===== src/rtl/mem_arb_pkg.sv =====
// Shared types and constants for the memory port arbiter: FSM states,
// requester identities and the MEM_SIZE encodings.
package mem_arb_pkg;

  typedef enum logic [1:0] {
    IDLE,
    I_BURST,
    D_XFER
  } arb_state_e;

  typedef enum logic {
    REQ_I,
    REQ_D
  } requester_e;

  localparam logic [1:0] SIZE_BYTE = 2'd0;
  localparam logic [1:0] SIZE_HALF = 2'd1;
  localparam logic [1:0] SIZE_WORD = 2'd2;

  // The unused encoding 3 is forwarded as a word access so memory never sees it.
  function automatic logic [1:0] legal_size(input logic [1:0] size);
    case (size)
      SIZE_BYTE, SIZE_HALF, SIZE_WORD: return size;
      default:                         return SIZE_WORD;
    endcase
  endfunction

endpackage


===== src/rtl/mem_arb_grant.sv =====
// Picks which requester is served next. With ARB_ROUND_ROBIN_EN a last-grant
// register makes ties alternate; otherwise the data side always wins ties.
module mem_arb_grant
  import mem_arb_pkg::*;
(
  input  logic       clk,
  input  logic       rst_n,
  input  logic       i_req,
  input  logic       d_req,
  input  logic       take,
  output logic       grant_valid,
  output requester_e grant_who
);

  requester_e tie_winner;

`ifdef ARB_ROUND_ROBIN_EN
  requester_e last_grant;

  // Resetting to the instruction side hands the very first tie to data.
  always_ff @(posedge clk or negedge rst_n) begin
    if (!rst_n) begin
      last_grant <= REQ_I;
    end else if (take) begin
      last_grant <= grant_who;
    end
  end

  assign tie_winner = (last_grant == REQ_I) ? REQ_D : REQ_I;
`else
  logic unused_rr_inputs;

  assign unused_rr_inputs = clk ^ rst_n ^ take;
  assign tie_winner       = REQ_D;
`endif

  always_comb begin
    grant_valid = i_req | d_req;
    grant_who   = REQ_D;
    if (i_req && d_req) begin
      grant_who = tie_winner;
    end else if (i_req) begin
      grant_who = REQ_I;
    end
  end

endmodule


===== src/rtl/mem_port_arbiter.sv =====
// Shares one memory port between the I-cache line-fill engine (line bursts)
// and the data path (single words). Define ARB_ROUND_ROBIN_EN to alternate ties.
module mem_port_arbiter
  import mem_arb_pkg::*;
#(
  parameter int  ADDR_W     = 32,
  parameter int  DATA_W     = 32,
  parameter int  LINE_WORDS = 8,
  localparam int WORD_W     = $clog2(LINE_WORDS)
) (
  input  logic              mem_clk,
  input  logic              mem_rst_n,
  input  logic              i_req,
  input  logic [ADDR_W-1:0] i_addr,
  output logic [DATA_W-1:0] i_data,
  output logic              i_valid,
  output logic [WORD_W-1:0] i_word,
  output logic              i_done,
  input  logic              d_req,
  input  logic              d_we,
  input  logic [ADDR_W-1:0] d_addr,
  input  logic [DATA_W-1:0] d_wdata,
  input  logic [1:0]        d_size,
  input  logic              d_sign,
  output logic [DATA_W-1:0] d_rdata,
  output logic              d_valid,
  output logic              mem_req,
  output logic              mem_we,
  output logic [ADDR_W-1:0] mem_addr,
  output logic [DATA_W-1:0] mem_wdata,
  output logic [1:0]        mem_size,
  output logic              mem_sign,
  input  logic [DATA_W-1:0] mem_rdata,
  input  logic              mem_ack
);

  localparam int                LINE_OFF  = WORD_W + 2;
  localparam logic [WORD_W-1:0] LAST_WORD = WORD_W'(LINE_WORDS - 1);

  arb_state_e        state;
  logic [WORD_W-1:0] word_cnt;
  logic              grant_valid;
  logic              grant_take;
  requester_e        grant_who;
  logic              burst_ack;
  logic              xfer_ack;
  logic              unused_line_offset;

  assign unused_line_offset = ^i_addr[LINE_OFF-1:0];
  assign grant_take         = (state == IDLE) && grant_valid;

  mem_arb_grant u_grant (
    .clk         (mem_clk),
    .rst_n       (mem_rst_n),
    .i_req       (i_req),
    .d_req       (d_req),
    .take        (grant_take),
    .grant_valid (grant_valid),
    .grant_who   (grant_who)
  );

  assign burst_ack = (state == I_BURST) && mem_ack;
  assign xfer_ack  = (state == D_XFER) && mem_ack;

  // Strobes ride on MEM_ACK in the same cycle; data is zeroed when not valid.
  assign i_valid = burst_ack;
  assign i_done  = burst_ack && (word_cnt == LAST_WORD);
  assign i_word  = word_cnt;
  assign i_data  = burst_ack ? mem_rdata : '0;
  assign d_valid = xfer_ack;
  assign d_rdata = xfer_ack ? mem_rdata : '0;

  // Request fields are captured at grant, so requesters may change them afterwards.
  always_ff @(posedge mem_clk or negedge mem_rst_n) begin
    if (!mem_rst_n) begin
      state     <= IDLE;
      word_cnt  <= '0;
      mem_req   <= 1'b0;
      mem_we    <= 1'b0;
      mem_addr  <= '0;
      mem_wdata <= '0;
      mem_size  <= SIZE_BYTE;
      mem_sign  <= 1'b0;
    end else begin
      case (state)
        IDLE: begin
          if (grant_valid) begin
            mem_req  <= 1'b1;
            word_cnt <= '0;
            if (grant_who == REQ_I) begin
              state     <= I_BURST;
              mem_we    <= 1'b0;
              mem_addr  <= {i_addr[ADDR_W-1:LINE_OFF], {LINE_OFF{1'b0}}};
              mem_wdata <= '0;
              mem_size  <= SIZE_WORD;
              mem_sign  <= 1'b0;
            end else begin
              state     <= D_XFER;
              mem_we    <= d_we;
              mem_addr  <= d_addr;
              mem_wdata <= d_wdata;
              mem_size  <= legal_size(d_size);
              mem_sign  <= d_sign;
            end
          end
        end

        I_BURST: begin
          if (mem_ack) begin
            word_cnt <= word_cnt + WORD_W'(1);
            mem_addr <= mem_addr + ADDR_W'(4);
            if (word_cnt == LAST_WORD) begin
              state     <= IDLE;
              mem_req   <= 1'b0;
              mem_addr  <= '0;
              mem_size  <= SIZE_BYTE;
            end
          end
        end

        D_XFER: begin
          if (mem_ack) begin
            state     <= IDLE;
            mem_req   <= 1'b0;
            mem_we    <= 1'b0;
            mem_addr  <= '0;
            mem_wdata <= '0;
            mem_size  <= SIZE_BYTE;
            mem_sign  <= 1'b0;
          end
        end

        default: begin
          state   <= IDLE;
          mem_req <= 1'b0;
        end
      endcase
    end
  end

endmodule

===== config.mk =====
export PLATFORM = sky130hd
export DESIGN_NAME = mem_port_arbiter
export DESIGN_NICKNAME = d
export VERILOG_FILES = /design/src/rtl/mem_arb_pkg.sv /design/src/rtl/mem_arb_grant.sv /design/src/rtl/mem_port_arbiter.sv
export SDC_FILE = /design/constraint.sdc
export NUM_CORES = 1
export LEC_CHECK = 0
export BUFFER_PORTS_ARGS = -buffer_cell sky130_fd_sc_hd__buf_2
export CAP_MARGIN = 20
export CORE_AREA = 2 2 108 110
export DETAILED_ROUTE_END_ITERATION = 7
export DIE_AREA = 0 0 110 112
export PLACE_DENSITY = 0.77
export SLEW_MARGIN = 10
export SYNTH_ARGS = -nofsm -noshare
export SYNTH_HDL_FRONTEND = slang
export SYNTH_SLANG_ARGS = --single-unit

===== constraint.sdc =====
create_clock -name mem_clk -period 5.65 [get_ports mem_clk]
set_input_delay 0.8475 -clock mem_clk [delete_from_list [all_inputs] [get_ports mem_clk]]
set_output_delay 0.8475 -clock mem_clk [all_outputs]
set_load 0.05 [all_outputs]

==> out/results.txt <==
The largest net degree at the start of global routing came out at 77. The post-synthesis area per instance works out to 7.73 sq um. Setup total negative slack on the finished layout was measured at 0 ps.

In this run, synthesis inferred 0 flip-flops with an integrated enable. For this design the static power due to leakage is 0.00358 uW. The number of global-route vias before repair is 4,909, and the number of cell instances on the worst register-to-register path is 5. The number of antenna cells inserted came out at 0. The initialized floorplan defines 39 standard-cell rows. Port buffering added 270 buffers.

The peak clock frequency supported by timing is 322 MHz, and the cell count of the worst hold path is 2. The run finished with clean final reports. The top cell type by area accounts for 39.8% of the synthesized area.

The worst clock skew is 7.68 ps, and the critical path's largest stage delay is 820 ps. Yosys attributes the largest share of cell area to sky130_fd_sc_hd__dfrtp_1 (40%), sky130_fd_sc_hd__nand2_1 (11%), sky130_fd_sc_hd__and3_1 (9.5%). Yosys mapped the design onto 49 distinct sky130hd cell types. The H-tree was split into 3 levels. For this run, the detailed router's first-pass iteration total came to 7. The tools report the number of pins exceeding their max-slew limit in the final report as 0.

The cell family contributing the most delay on the critical path is adder cells. Power spread over the standard cell area amounts to 598 nW/um^2. The reported max-cap violation count came out at 0. The tools report the clock latency on the worst-skew pair as 340 ps. The count of cells resized by post-cts repair is 0, and the area of the die is 12,300 sq um. For this run, the share of the core covered by cells in the final layout is 57.1%. TritonCTS built the clock tree. The effective utilization at floorplan was 41.6%.

Counting every instance in the synthesized netlist gives 602. The most used flip-flop cell after synthesis is sky130_fd_sc_hd__dfrtp_1. Clock-pin slew was measured on the worst setup and hold paths at 60 ps.

The signal on the critical path passes through inv_1 > ha_1 > and2_1 > buf_2. The final critical-path share of the clock period is 55.0%, and the data required time at the worst endpoint is 4800 ps. The overall die width was 110 um.

Of all flip-flops after synthesis, the portion carrying an async set or reset was 100%. Ranked by instance count, the synthesized netlist is headed by sky130_fd_sc_hd__nand2_1 (142), sky130_fd_sc_hd__dfrtp_1 (74), sky130_fd_sc_hd__o21ai_0 (73). Of all nets on the critical path, the largest fanout is 37.

The path with the worst hold slack has its endpoint at mem_wdata[30]. In this run, post-CTS hold repair placed 0 buffers. The tools report the clock buffer count from CTS as 9. In the routed design, unresolved DRC markers number 0.

On the critical path, the stage with the largest delay is an instance of sky130_fd_sc_hd__ha_1. Counting both buffers and inverters, the worst setup path holds a total of 2. The weighted congestion at the end of routability-driven global placement was 0.839; the worst voltage drop across the vdd grid was 0.350 mV.

In this run the number of cells on the critical path is 4. The tools report the startpoint kind of the worst setup timing path as a flip-flop. The slack of the worst reg-to-reg path was 2810 ps; the total half-perimeter wirelength after legalization and detailed placement was 11.2 mm. The number of antenna violations at the first check in global routing came out at 0. The total wirelength of the detailed-routed design was 15.8 mm. The register bit count reported by yosys works out to 74. The run gives 746 as the total nets after synthesis. The reg-to-reg critical path startpoint is state[0]. The clock passes through at most 2 buffers. The most instantiated library cell after synthesis is sky130_fd_sc_hd__nand2_1.

The critical path capture point type is a primary output. Global routing used 25.4% of the available tracks. In this run, the number of DRC markers left after iteration 0 of detailed routing was 356. The post-synthesis to final-layout area growth was 37.2%. Setup repair after global routing left no endpoint under its margin. The floorplan step set the die height to 112 um. The wire length of the first global-routing pass was 24.6 mm. The clock drives 74 sinks. The net count of the finished layout is 979. Average vias per placed instance: 5.39. For this run, the number of Yosys warnings is 0. The total count of hold-check failures in the final report came out at 0. The capturing point of the worst reg2reg path is mem_addr[21]. Measured against its own limit, the worst slew margin works out to 33.4%. The remaining global-route overflow is 0, and the detail-routed net length per standard cell is 16.1 um. The final setup violation count was 0. The worst min-delay path startpoint was mem_wdata[30]. The detail route stage leaves a number of antenna-violating nets equal to 0.

Core footprint: 11,200 sq um. Root cell of the clock tree: sky130_fd_sc_hd__clkbuf_16. The routed layout has 5,299 vias. The worst setup path is of the reg -> out kind. The worst hold path belongs to the class reg -> reg. For the pin with the worst max-slew slack, the measured transition is 999 ps.

For the post-synthesis cell area, the log shows 4650 sq um. Most area-hungry cell type in the Yosys netlist: sky130_fd_sc_hd__dfrtp_1. The total of fill cells in the finished design is 1,087, and the post-CTS setup buffer count is 0. Arrival time of the worst setup path: 2260 ps. For this design the top-level I/O count stands at 276.

The share of layout cells above drive strength 1 is 36.1%. Sequential elements use 39.8% of the synthesized area. The post-layout minimum cycle time is 3110 ps.
-- where the power goes --
group	total [uW]	internal [uW]	switching [uW]
Clock	629	399	230
Combinational	2220	548	1670
Sequential	966	747	219
Total	3810	1690	2120
-- layout make-up --
cell class,count,area (sq um),share of cell area (%)
Clock inverter,6,88.8,1.39
Inverter,11,41.3,0.647
Sequential cell,74,1850,29.0
Timing Repair Buffer,276,1410,22.0
Clock buffer,10,239,3.74
Tap cell,143,179,2.80
Multi-Input combinational cell,463,2580,40.4
-- cell usage in the layout, fill, tap and decap left out, types with 5 or more instances in the layout --
cell and n:
sky130_fd_sc_hd__buf_2 269, sky130_fd_sc_hd__nand2_1 142, sky130_fd_sc_hd__dfrtp_1 74, sky130_fd_sc_hd__o21ai_0 73
sky130_fd_sc_hd__and3_1 71, sky130_fd_sc_hd__a21oi_1 28, sky130_fd_sc_hd__nor2_1 21, sky130_fd_sc_hd__mux2i_1 13
sky130_fd_sc_hd__inv_1 11, sky130_fd_sc_hd__nand3_1 11, sky130_fd_sc_hd__nand4_1 11, sky130_fd_sc_hd__clkbuf_16 9
sky130_fd_sc_hd__nor4_1 8, sky130_fd_sc_hd__a22o_1 7, sky130_fd_sc_hd__ha_1 7, sky130_fd_sc_hd__a31oi_1 6
sky130_fd_sc_hd__buf_4 6, sky130_fd_sc_hd__nor3_1 5, sky130_fd_sc_hd__o22ai_1 5
-- tightest hold or removal path, delay by kind of cell, from the launching register on --
kind            cells  cell delay (ps)
flops               1              330
simple gates        1               50
compound gates      1               60
-- cell families after synthesis --
logic type	after synthesis	synth area share [%]
fa+ha+maj	7	1.88
mux	15	3.28
compound gates	145	18.5
simple gates	296	31.2
flops	74	39.8
buf+inv	65	5.27
-- registers in the layout (all words and copies together), names as in the netlist --
name / cells
mem_size: 2
mem_sign: 1
mem_addr: 32
mem_req: 1
mem_we: 1
mem_wdata: 32
i_word: 3
state: 2
-- metal layers --
layer	GRT usage [%]	part of all wire, %	vias up
met5	0	0	-
met4	7.34	1.1	0
met3	3.92	6.7	14
met2	43.2	49	219
met1	33.1	43	2467
li1	-	-	2599
-- through the flow --
step                      cells  hold WS (ps)  total power [uW]  area (sq um)  worst slack, ps
after floorplan             602           504              2630          4650             3000
after global placement      966           456              3160          6040             2520
after detailed placement    966           465              3190          6040             2500
after CTS                   982           478              3820          6370             2520
after global routing        983           501              4050          6380             2360
final                       983           473              3810          6380             2540
-- worst max path at each step --
stage / from / end / slack, ps
finish: state[0] / d_valid / 2540
global route: state[0] / d_valid / 2360
CTS: state[1] / i_data[21] / 2520
detailed placement: mem_ack / mem_addr[21] / 2500
global placement: mem_ack / mem_addr[20] / 2520
floorplan: mem_ack / i_data[0] / 3000
Power figures use the tool's default switching activity.
